<file path="src/rtl/ysyx_23060025_fetch.sv">
// Instruction fetch unit: holds the PC, issues one icache fetch at a time,
// buffers the returned word for the IDU and sequences redirects / fence.i.
module ysyx_23060025_fetch #(
  parameter int unsigned           ADDR_WIDTH = 32,
  parameter logic [ADDR_WIDTH-1:0] RESET_PC   = 32'h8000_0000
) (
  input  logic                  clock,
  input  logic                  reset,
  output logic [ADDR_WIDTH-1:0] out_paddr,
  output logic                  out_psel,
  input  logic                  in_pready,
  input  logic [31:0]           in_prdata,
  output logic                  out_fence_flag,
  output logic                  out_valid,
  input  logic                  in_ready,
  output logic [31:0]           out_inst,
  output logic [ADDR_WIDTH-1:0] out_pc,
  input  logic                  in_redirect_valid,
  input  logic [ADDR_WIDTH-1:0] in_redirect_pc,
  input  logic                  in_fence_i
);

  typedef enum logic [1:0] {
    S_FETCH = 2'd0,
    S_HOLD  = 2'd1,
    S_FENCE = 2'd2
  } state_t;

  state_t                state, state_n;
  logic [ADDR_WIDTH-1:0] pc, pc_n;
  logic                  pend_redir, pend_redir_n;
  logic [ADDR_WIDTH-1:0] pend_pc, pend_pc_n;
  logic                  pend_fence, pend_fence_n;
  logic [31:0]           inst_n;
  logic [ADDR_WIDTH-1:0] pc_r_n;
  logic                  valid_n;
  logic                  fence_n;
  logic [ADDR_WIDTH-1:0] redir_tgt;
  logic                  redir_fence;

  // Redirect targets are always word aligned.
  assign redir_tgt   = in_redirect_pc & ~ADDR_WIDTH'(3);
  assign redir_fence = in_redirect_valid & in_fence_i;

  // Request is dropped in the pready cycle so the icache never sees a stale address.
  assign out_psel  = (state == S_FETCH) && !in_pready && !reset;
  assign out_paddr = pc;

  // State and datapath registers.
  always_ff @(posedge clock) begin
    if (reset) begin
      state          <= S_FETCH;
      pc             <= RESET_PC;
      pend_redir     <= 1'b0;
      pend_pc        <= RESET_PC;
      pend_fence     <= 1'b0;
      out_valid      <= 1'b0;
      out_fence_flag <= 1'b0;
      out_inst       <= 32'h0;
      out_pc         <= RESET_PC;
    end else begin
      state          <= state_n;
      pc             <= pc_n;
      pend_redir     <= pend_redir_n;
      pend_pc        <= pend_pc_n;
      pend_fence     <= pend_fence_n;
      out_valid      <= valid_n;
      out_fence_flag <= fence_n;
      out_inst       <= inst_n;
      out_pc         <= pc_r_n;
    end
  end

  // Next-state and next-register logic; pc only moves when no fetch is outstanding.
  always_comb begin
    state_n      = state;
    pc_n         = pc;
    pend_redir_n = pend_redir;
    pend_pc_n    = pend_pc;
    pend_fence_n = pend_fence;
    inst_n       = out_inst;
    pc_r_n       = out_pc;
    valid_n      = 1'b0;
    fence_n      = 1'b0;
    case (state)
      S_FETCH: begin
        if (in_pready) begin
          if (pend_redir || in_redirect_valid) begin
            // Returned word belongs to the old path: drop it and retarget.
            pc_n         = in_redirect_valid ? redir_tgt : pend_pc;
            pend_redir_n = 1'b0;
            pend_fence_n = 1'b0;
            if (pend_fence || redir_fence) begin
              state_n = S_FENCE;
              fence_n = 1'b1;
            end
          end else begin
            inst_n  = in_prdata;
            pc_r_n  = pc;
            valid_n = 1'b1;
            state_n = S_HOLD;
          end
        end else if (in_redirect_valid) begin
          pend_redir_n = 1'b1;
          pend_pc_n    = redir_tgt;
          pend_fence_n = pend_fence | in_fence_i;
        end
      end
      S_HOLD: begin
        if (in_redirect_valid) begin
          pc_n = redir_tgt;
          if (in_fence_i) begin
            state_n = S_FENCE;
            fence_n = 1'b1;
          end else begin
            state_n = S_FETCH;
          end
        end else if (in_ready) begin
          pc_n    = pc + ADDR_WIDTH'(4);
          state_n = S_FETCH;
        end else begin
          valid_n = 1'b1;
        end
      end
      S_FENCE: begin
        if (in_redirect_valid) begin
          pc_n = redir_tgt;
        end
        state_n = S_FETCH;
      end
      default: begin
        state_n = S_FETCH;
      end
    endcase
  end

endmodule

</file>
<file path="config.mk">
export PLATFORM = sky130hd
export DESIGN_NAME = ysyx_23060025_fetch
export DESIGN_NICKNAME = d
export VERILOG_FILES = /design/src/rtl/ysyx_23060025_fetch.sv
export SDC_FILE = /design/constraint.sdc
export NUM_CORES = 1
export LEC_CHECK = 0
export CORE_MARGIN = 2
export CORE_UTILIZATION = 48
export DETAILED_ROUTE_END_ITERATION = 7
export PLACE_DENSITY = 0.91
export SLEW_MARGIN = 20
export SYNTH_ARGS = -nofsm -noshare
export SYNTH_HDL_FRONTEND = slang
export SYNTH_SLANG_ARGS = --single-unit
</file>
<file path="constraint.sdc">
create_clock -name clock -period 3.2 [get_ports clock]
set_clock_uncertainty 0.2 [all_clocks]
set_input_delay 0.64 -clock clock [delete_from_list [all_inputs] [get_ports clock]]
set_output_delay 0.64 -clock clock [all_outputs]
set_load 0.02 [all_outputs]
</file>
Word-level counts from Yosys, hierarchy flattened
Index checks and enable logic that the tools add are counted.
{ "op_classes": {"add_sub_neg": 1, "eq_ne": 8, "muxes": 30, "n_bitwise": 4, "n_reduce_logical": 14} }
{ "ops": {"columns": ["op", "count"], "rows": [
  ["32-bit 2-to-1 mux", 6],
  ["32-bit case mux with 3 select lines", 1],
  ["32-bit by 3-bit adder with 32-bit output, second input constant", 1],
  ["1-bit 2-to-1 mux", 14],
  ["2-bit 2-to-1 mux", 6],
  ["3-bit AND reduction", 3],
  ["5-bit AND reduction", 1],
  ["2-bit by 1-bit != test with 1-bit output, second input constant", 2],
  ["2-bit != test, second input constant", 2],
  ["1-bit case mux with 2 select lines", 2],
  ["2-bit case mux with 2 select lines", 1],
  ["3-bit by 2-bit != test with 1-bit output, second input constant", 1],
  ["3-bit != test, second input constant", 1],
  ["3-bit nonzero test", 1],
  ["2-bit by 1-bit == test with 1-bit output, second input constant", 1],
  ["2-bit == test, second input constant", 1],
  ["1-bit logical AND", 2],
  ["1-bit zero test", 2],
  ["2-bit zero test", 1],
  ["1-bit logical OR", 2],
  ["1-bit inverter", 2],
  ["2-bit AND reduction", 1],
  ["2-bit nonzero test", 1],
  ["1-bit bitwise AND", 1],
  ["1-bit OR", 1]
]} }
{ "totals": {"reg_bits": 134, "inputBits": 70, "out_inout_bits": 99, "wordCells": 66} }

Longest topological paths before layout
Gate-level depths: netlist of run 1.
{ "logic_depth": {"depth_word": 6, "depth_mapped": 9, "depth_no_buf": 7} }

Least setup slack after synthesis of run 1
OpenSTA, ideal clock, no wires.
{ "synth_path": {"path_kind": "flip-flop to flip-flop", "from": "register state[0]", "to": "register pc[10] (netlist: out_paddr[10])", "setup_time_ns": 0.134, "arrival_time_ns": 2.005, "required_time_ns": 2.866, "path_slack_ns": 0.862, "stages_incl_launch_ff": 10, "n_path_buf": 2, "synth_period_minus_slack_ns": 2.338, "path_cell_list": "dfxtp_1 -> inv_1 -> ha_1 -> clkbuf_1 -> nor2b_1 -> o21bai_1 -> nand2_1 -> clkbuf_1 -> a2111oi_0 -> nor4_1"} }
{ "synth_between": {"elab_chain_len": 3, "elab_cells_between_ends": 10, "cone_classes": "eq/ne: 6; mux: 1; reduce/logical: 3"} }
{ "synth_lines": {"columns": ["item", "line", "text"], "rows": [
  ["start, declared", "29", "state_t state, state_n;"],
  ["start signal, assigned", "62", "state <= state_n;"],
  ["2-bit by 1-bit == test with 1-bit output (tied with other cells)", "85", "case (state)"],
  ["3-bit != test (no source line) (tied with other cells)", null, null],
  ["5-bit AND reduction (no source line)", null, null],
  ["end signal, assigned", "63", "pc <= pc_n;"],
  ["end, declared", "30", "logic [ADDR_WIDTH-1:0] pc, pc_n;"]
]} }
Parallel ways exist; a longest one is shown, timed or not.
A chain may end at the register's enable or synchronous reset.

Final worst setup path of run 1
{ "layout_path": {"from": "register state[0]", "to": "output port out_psel"} }
{ "layout_between": {"elab_chain_len": 3} }
{ "layout_lines": {"columns": ["item", "line", "text"], "rows": [
  ["2-bit zero test", "46", "assign out_psel = (state == S_FETCH) && !in_pready && !reset;"],
  ["1-bit logical AND (2 in a row)", "46", null],
  ["end, declared", "10", "output logic out_psel,"]
]} }
Every way passes these cells.

==> summary.txt, run 1 <==
Timing
  – Relative slew slack: 38.0%
  – Fin. Hold Viols: 0
  – Setup Viol. Count Final: 0
  – Slew @ Worst Pin: 0.923 ns
  – Total negative slack: 0 ns
  – Part of the cycle the worst path needs: 96.2%
  – Fin. max-slew vios: 0
  – Fmax: 0.325 GHz
  – RSZ-0062 raised after global routing: false
  – Period minus WS final: 3.08 ns

Synthesis
  – Dominant cell type by area after synthesis: dfxtp_1
  – Syn nets: 860
  – Post-synth top area share: 43.6%
  – Avg Cell Area, Syn: 7.84 um^2
  – Top post-synthesis cells by area: dfxtp_1 44%, nand2_1 13%, a21oi_1 8.8%, clkbuf_1 3.2%, nand3_1 2.4%
  – Post-Synthesis Cells: 785
  – Post-synth EDFFs: 0
  – Most used DFF post-synth: dfxtp_1
  – Unique masters post-synth: 60
  – Register area share after synthesis: 43.6%
  – Synth Register Bits: 134
  – Syn Std Cell Area: 0.00615 mm^2
  – Yosys warnings: 0
  – Ys async rst share: 0%

Routing
  – Final ANT Viol Nets: 0
  – Residual DRC: 0
  – Post-DR wirelength/cell: 17.6 um
  – Post-Route WL: 19700 um
  – Iter 0 DRT Violations: 990
  – First drt pass iteration count: 6
  – Vias per std cell: 5.94
  – Vias post-DR: 6651

Global routing
  – Pin count of the biggest net entering global routing: 82
  – Vias in the first global route: 5862
  – Initial antenna violation count: 0
  – GRT Total Usage: 27.6%
  – First-pass GRT wire length: 29600 um
  – Grt total ovfl: 0

Clock network
  – Num CTS Buffers: 17
  – Clk slew on worst S/H paths: 0.06 ns
  – H-tree levels: 4
  – Clock Sinks: 134
  – CTS Root Cell: clkbuf_16
  – Later-pin clock latency in the skew report: 0.41 ns
  – CTS tree: done
  – CTS max path bufs: 2

Cells and area
  – Antenna cells: 0
  – Share of cells above drive strength 1: 7.29%
  – Area grow syn2layout: 40.9%
  – # nets final: 1009

Placed design
  – Hpwl dp: 13100 um
  – Final GP Congestion: 0.863
  – Port Buffers: 166

Worst setup path
  – CP Max Fanout: 11
  – CP Launch Type: register
  – Critical path class: reg2out
  – Critical Path AT: 2.24 ns
  – CP endpoint kind: output port
  – Worst EP required: 2.36 ns

Floorplan
  – Die area: 0.0137 mm^2
  – CORE AREA: 0.0126 mm^2
  – Die W: 117 um
  – Io pins: 169
  – Initial core utilization: 48.9%
  – DIE HEIGHT: 117 um
  – Std cell rows: 41

Worst hold path
  – Worst hold-check path type: reg2reg

Power
  – Tot Pwr: 5020 uW
  – Peak VDD IR: 0.316 mV
  – Leakage: 0.00309 uW
  – Cell Pwr Density: 580 mW/mm^2

Flow run
  – Maxcap violations: 0

Run status
  – Outcome: completed
==> synth_stat cells, types with 4 or more instances <==
cell and count:
a2111oi_0 7, a211oi_1 12, a21o_1 4, a21oi_1 108
a221oi_1 7, a222oi_1 4, a22o_1 9, a22oi_1 6
a31oi_1 7, and2_1 4, and3_1 9, buf_2 4
clkbuf_1 52, dfxtp_1 134, ha_1 5, inv_1 7
mux2i_1 14, nand2_1 212, nand2b_1 4, nand3_1 29
nand4_1 12, nor2_1 26, nor2b_1 14, nor3_1 11
nor4_1 7, o211ai_1 7, o21ai_0 13, xnor2_1 5
xor2_1 5
==> flip-flops by register name (all words and copies together) (netlist names) <==
name            flops
pend_pc            32
out_paddr          32
out_pc             32
out_fence_flag      1
out_valid           1
state               2
pend_fence          1
pend_redir          1
out_inst           32
==> area by class of cell <==
| cell class | count | area (um^2) |
|---|---|---|
| Clock buffer | 20 | 447 |
| Fill cell | 922 | 3900 |
| Sequential cell | 134 | 2680 |
| Clock inverter | 12 | 200 |
| Tap cell | 172 | 215 |
| Timing Repair Buffer | 190 | 1880 |
| Inverter | 8 | 30.0 |
| Multi-Input combinational cell | 583 | 3220 |
==> critical path, cell delays in order, from the launching register on <==
cell,delay [ns]
dfxtp_1,0.35
inv_1,0.11
ha_2,0.31
nor2b_1,0.29
and2_1,0.17
clkdlybuf4s50_1,0.60
==> worst paths after layout <==
| kind | start | to | slack, ns | cells after the start |
|---|---|---|---|---|
| worst max-delay path | state[0]$_SDFFE_PP0P_ | out_psel | 0.12 | 5 |
| worst max register to register | state[1]$_SDFFE_PP0P_ | out_paddr[28]$_SDFFE_PP0P_ | 0.48 | 8 |
| worst min register to register | pend_pc[13]$_SDFFE_PP0P_ | pend_pc[13]$_SDFFE_PP0P_ | 0.25 | 2 |
| worst min-delay path | pend_pc[13]$_SDFFE_PP0P_ | pend_pc[13]$_SDFFE_PP0P_ | 0.25 | 2 |
==> power breakdown <==
| part | internal [uW] | switching [uW] |
|---|---|---|
| Combinational | 424 | 551 |
| Sequential | 1780 | 136 |
| Clock | 1400 | 732 |
| Total | 3610 | 1420 |
==> metrics by stage <==
step	utilization (%)	std cells	hold WS [ns]	setup WS [ns]	instance area, um^2
after floorplan	-	785	0.232	0.862	6150
after global placement	63.8	1087	0.237	0.258	8020
after detailed placement	63.8	1087	0.243	0.253	8020
after CTS	68.9	1119	0.251	0.0255	8670
after global routing	69.0	1119	0.267	0.0475	8670
final	69.0	1119	0.250	0.122	8670
==> per-layer routing <==
layer  routed length, um  global-route usage, %  part of all wire (%)
met5                   0                      0                     0
met1                7720                   35.8                    39
met2                9160                   44.6                    46
met3                2080                   6.49                    11
met4                 765                   10.5                   3.9
==> cells by family (layout without fill, tap and decap cells) <==
| family | after synthesis | after routing | share of synthesized area [%] |
|---|---|---|---|
| XOR/XNOR | 10 | 10 | 1.42 |
| buffers and inverters | 68 | 230 | 4.25 |
| AO/OA/AOI/OAI | 203 | 203 | 20.7 |
| AND/OR/NAND/NOR | 349 | 349 | 26.4 |
| multiplexers | 16 | 16 | 2.64 |
| adder cells (fa/ha/maj) | 5 | 5 | 1.02 |
| flip-flops | 134 | 134 | 43.6 |
==> timing repair <==
item | CTS | global route
resized for setup | 0 | 1
setup endpoints to repair | 0 | 1
hold buffers | 0 | 0
setup buffers | 0 | 0
==> placed cells by master (no fill, tap or decap), drive strengths merged, types with 13 or more instances in the layout <==
| master | n |
|---|---|
| nand2 | 212 |
| clkdlybuf4s50 | 165 |
| dfxtp | 134 |
| a21oi | 108 |
| nand3 | 29 |
| nor2 | 27 |
| buf | 25 |
| clkbuf | 20 |
| nor2b | 14 |
| mux2i | 14 |
| o21ai | 13 |
| nand4 | 13 |
(Power assumes the default switching activity.)
==> run 2, diff against run 1 <==
--- a/config.mk
+++ b/config.mk
@@ -8,6 +8,7 @@
 export CORE_MARGIN = 2
 export CORE_UTILIZATION = 48
 export DETAILED_ROUTE_END_ITERATION = 7
+export GPL_ROUTABILITY_DRIVEN = 0
 export PLACE_DENSITY = 0.91
 export SLEW_MARGIN = 20
 export SYNTH_ARGS = -nofsm -noshare
==> results of run 2 <==
Final layout, timing and power as in run 1 (identical DEF).
==> run 3, diff against run 2 <==
--- a/config.mk
+++ b/config.mk
@@ -5,11 +5,12 @@
 export SDC_FILE = /design/constraint.sdc
 export NUM_CORES = 1
 export LEC_CHECK = 0
+export ABC_AREA = 1
 export CORE_MARGIN = 2
-export CORE_UTILIZATION = 48
+export CORE_UTILIZATION = 50
 export DETAILED_ROUTE_END_ITERATION = 7
 export GPL_ROUTABILITY_DRIVEN = 0
-export PLACE_DENSITY = 0.91
+export PLACE_DENSITY = 0.92
 export SLEW_MARGIN = 20
 export SYNTH_ARGS = -nofsm -noshare
 export SYNTH_HDL_FRONTEND = slang
==> summary.txt, run 3 <==
Routing
  – Residual DRC: 0 (unchanged)
  – Post-Route WL: 20700 um (was 19700 um)
  – Vias per std cell: 5.58 (was 5.94)
  – Post-DR wirelength/cell: 15.7 um (was 17.6 um)
  – Iter 0 DRT Violations: 956 (was 990)
  – Final ANT Viol Nets: 0 (unchanged)
  – First drt pass iteration count: 6 (unchanged)
  – Vias post-DR: 7352 (was 6651)

Cells and area
  – Non-Filler Instances: 1318 (was 1119)
  – Antenna cells: 0 (unchanged)
  – Share of cells above drive strength 1: 6.92% (was 7.29%)
  – Most common cell after layout, fill and taps aside: nand2_1 (unchanged)
  – Most frequent cells in the layout: 264 x nand2_1, 165 x clkdlybuf4s50_1, 154 x a21oi_1 (was 212 x nand2_1, 165 x clkdlybuf4s50_1, 134 x dfxtp_1)
  – Fillers: 991 (was 922)
  – # nets final: 1204 (was 1009)
  – Area grow syn2layout: 35.3% (was 40.9%)

Global routing
  – GRT Total Usage: 28.3% (was 27.6%)
  – Initial antenna violation count: 0 (unchanged)
  – First-pass GRT wire length: 32700 um (was 29600 um)
  – Vias in the first global route: 6598 (was 5862)
  – Grt total ovfl: 0 (unchanged)
  – Pin count of the biggest net entering global routing: 77 (was 82)

Floorplan
  – Die W: 120 um (was 117 um)
  – CORE AREA: 0.0132 mm^2 (was 0.0126 mm^2)
  – Die area: 0.0144 mm^2 (was 0.0137 mm^2)
  – DIE HEIGHT: 120 um (was 117 um)
  – Initial core utilization: 50.9% (was 48.9%)
  – Std cell rows: 42 (was 41)
  – Io pins: 169 (unchanged)

Timing
  – Part of the cycle the worst path needs: 87.9% (was 96.2%)
  – Hold_ws: 0.245 ns (was 0.250 ns)
  – Total negative slack: 0 ns (unchanged)
  – Relative slew slack: 58.8% (was 38.0%)
  – Fin. Hold Viols: 0 (unchanged)
  – Period minus WS final: 2.81 ns (was 3.08 ns)
  – Fmax: 0.355 GHz (was 0.325 GHz)
  – RSZ-0062 raised after global routing: false (unchanged)
  – Setup Viol. Count Final: 0 (unchanged)
  – Slew @ Worst Pin: 0.618 ns (was 0.923 ns)
  – Fin. max-slew vios: 0 (unchanged)

Worst setup path
  – Slowest CP cell: clkdlybuf4s50_1 (unchanged)
  – Critical Path AT: 1.97 ns (was 2.24 ns)
  – Critical path class: in2out (was reg2out)
  – Most frequent cell on the critical path: clkdlybuf4s50_1
  – CP max stage delay: 0.62 ns (was 0.60 ns)
  – CP Launch Type: input pin (was register)
  – CP endpoint kind: output port (unchanged)
  – Worst EP required: 2.36 ns (about the same)
  – Delay-heaviest family, CP: buffers and inverters (unchanged)
  – Crit-path cells: clkdlybuf4s50_1 > inv_2 > nand2_1 > nor2_1 > clkdlybuf4s50_1 (was inv_1 > ha_2 > nor2b_1 > and2_1 > clkdlybuf4s50_1)
  – CP Max Fanout: 4 (was 11)
  – WP buf/inv: 3 (was 2)

Power
  – Peak VDD IR: 0.384 mV (was 0.316 mV)
  – Leakage: 0.00350 uW (was 0.00309 uW)
  – Cell Pwr Density: 666 mW/mm^2 (was 580 mW/mm^2)

Synthesis
  – Unique masters post-synth: 39 (was 60)
  – Top post-synthesis cells by area: dfxtp_1 40%, nand2_1 15%, a21oi_1 11%, o21ai_0 6.8%, inv_1 5.3% (was dfxtp_1 44%, nand2_1 13%, a21oi_1 8.8%, clkbuf_1 3.2%, nand3_1 2.4%)
  – Synth Register Bits: 134 (unchanged)
  – Most instantiated cells after synthesis: 264 x nand2_1, 154 x a21oi_1, 134 x dfxtp_1 (was 212 x nand2_1, 134 x dfxtp_1, 108 x a21oi_1)
  – Syn nets: 1063 (was 860)
  – Post-Synthesis Cells: 988 (was 785)
  – Dominant cell type by area after synthesis: dfxtp_1 (unchanged)
  – Post-synth top area share: 40.0% (was 43.6%)
  – Most used DFF post-synth: dfxtp_1 (unchanged)
  – Avg Cell Area, Syn: 6.79 um^2 (was 7.84 um^2)
  – Count leader, synth: nand2_1 (unchanged)
  – Post-synth EDFFs: 0 (unchanged)
  – Ys async rst share: 0% (unchanged)
  – Yosys warnings: 0 (unchanged)
  – Register area share after synthesis: 40.0% (was 43.6%)
  – Syn Std Cell Area: 0.00671 mm^2 (was 0.00615 mm^2)

Worst hold path
  – Worst hold-check path type: reg2reg (unchanged)

Clock network
  – Clock Sinks: 134 (unchanged)
  – CTS max path bufs: 2 (unchanged)
  – Post-CTS resize count: 0 (unchanged)
  – Later-pin clock latency in the skew report: 0.43 ns (was 0.41 ns)
  – Cts hold-fix bufs: 0 (unchanged)
  – H-tree levels: 4 (unchanged)
  – Num CTS Buffers: 17 (unchanged)
  – CTS tree: done (unchanged)
  – CTS Root Cell: clkbuf_16 (unchanged)
  – Post-CTS setup buffer count: 0 (unchanged)
  – Clk slew on worst S/H paths: 0.05 ns (was 0.06 ns)

Placed design
  – DP Cell Count: 1286 (was 1087)
  – Hpwl dp: 14000 um (was 13100 um)
  – Port Buffers: 166 (unchanged)

Flow run
  – Maxcap violations: 0 (unchanged)

Run status
  – Outcome: completed (unchanged)
## run 3: cell count changes in the layout (fill, tap and decap cells not counted), moves of 13 or more
cell	previous run	this run
a21oi_1	108	154
nor2b_1	14	0
o21ai_0	13	91
nand3_1	28	41
buf_4	22	8
inv_1	7	94
nand2_1	212	264
nor2_1	26	49
mux2i_1	14	1
## run 3: final timing paths
| path | start | to | slack (ns) | depth (start not counted) |
|---|---|---|---|---|
| setup / recovery | in_pready | out_psel | 0.39 | 5 |
| hold / removal | pend_pc[22]$_SDFFE_PP0P_ | pend_pc[22]$_SDFFE_PP0P_ | 0.24 | 2 |
| setup reg to reg | state[0]$_SDFFE_PP0P_ | out_paddr[2]$_SDFFE_PP0P_ | 0.68 | 9 |
| hold reg to reg | pend_pc[22]$_SDFFE_PP0P_ | pend_pc[22]$_SDFFE_PP0P_ | 0.24 | 2 |
## run 3: metal layers
layer  routed length, um  global-route usage [%]  vias up
li1                    -                       -     3525
met1                8740                    38.4     3363
met2                9440                    43.9      415
met3                1960                    7.13       49
met4                 547                    10.2        0
met5                   0                       0        -
## run 3: layout make-up
cell class	instances	area (um^2)	share of cell area, %
multi-input cells	696	3370	37.1
flip-flops and latches	134	2680	29.5
repair buffers	179	1820	20.0
clock buffers	24	492	5.42
inverters	101	382	4.20
well taps	176	220	2.43
clock inverters	8	120	1.32
## run 3: report_power, final
part / total [uW] / switching, uW / internal, uW / leakage, uW
combinational: 1840 / 1120 / 718 / 0.00211
clock: 2020 / 716 / 1300 / 0.000296
sequential: 2190 / 290 / 1900 / 0.00110
total: 6040 / 2120 / 3920 / 0.00350
## run 3: stage by stage
step                      area [um^2]  total power [uW]  worst slack, ns  utilization [%]
final                            9080              6040            0.387             68.8
after global placement           8470              3940            0.288             64.2
after floorplan                  6710              3250             1.09                -
after CTS                        9080              6010            0.376             68.8
after global routing             9080              6310            0.312             68.8
after detailed placement         8470              3990            0.209             64.2
## run 3: worst register-to-register path: stages, from the launching register on
cell and delay, ns:
dfxtp_1 0.38, inv_1 0.08, ha_1 0.40, inv_1 0.17, o21bai_1 0.07, nor2_1 0.18
nand2_4 0.22, inv_4 0.35, o21ai_0 0.16, a41oi_1 0.22
## run 3: logic make-up (layout without fill, tap and decap cells)
group / Yosys count / after routing / share of synthesized area [%]
buffers and inverters: 158 / 312 / 9.85
DFF: 134 / 134 / 40.0
AOI/OAI and AO/OA: 297 / 297 / 23.9
adders and majority gates: 5 / 5 / 0.932
and+or+nand+nor: 393 / 393 / 25.2
muxes: 1 / 1 / 0.149
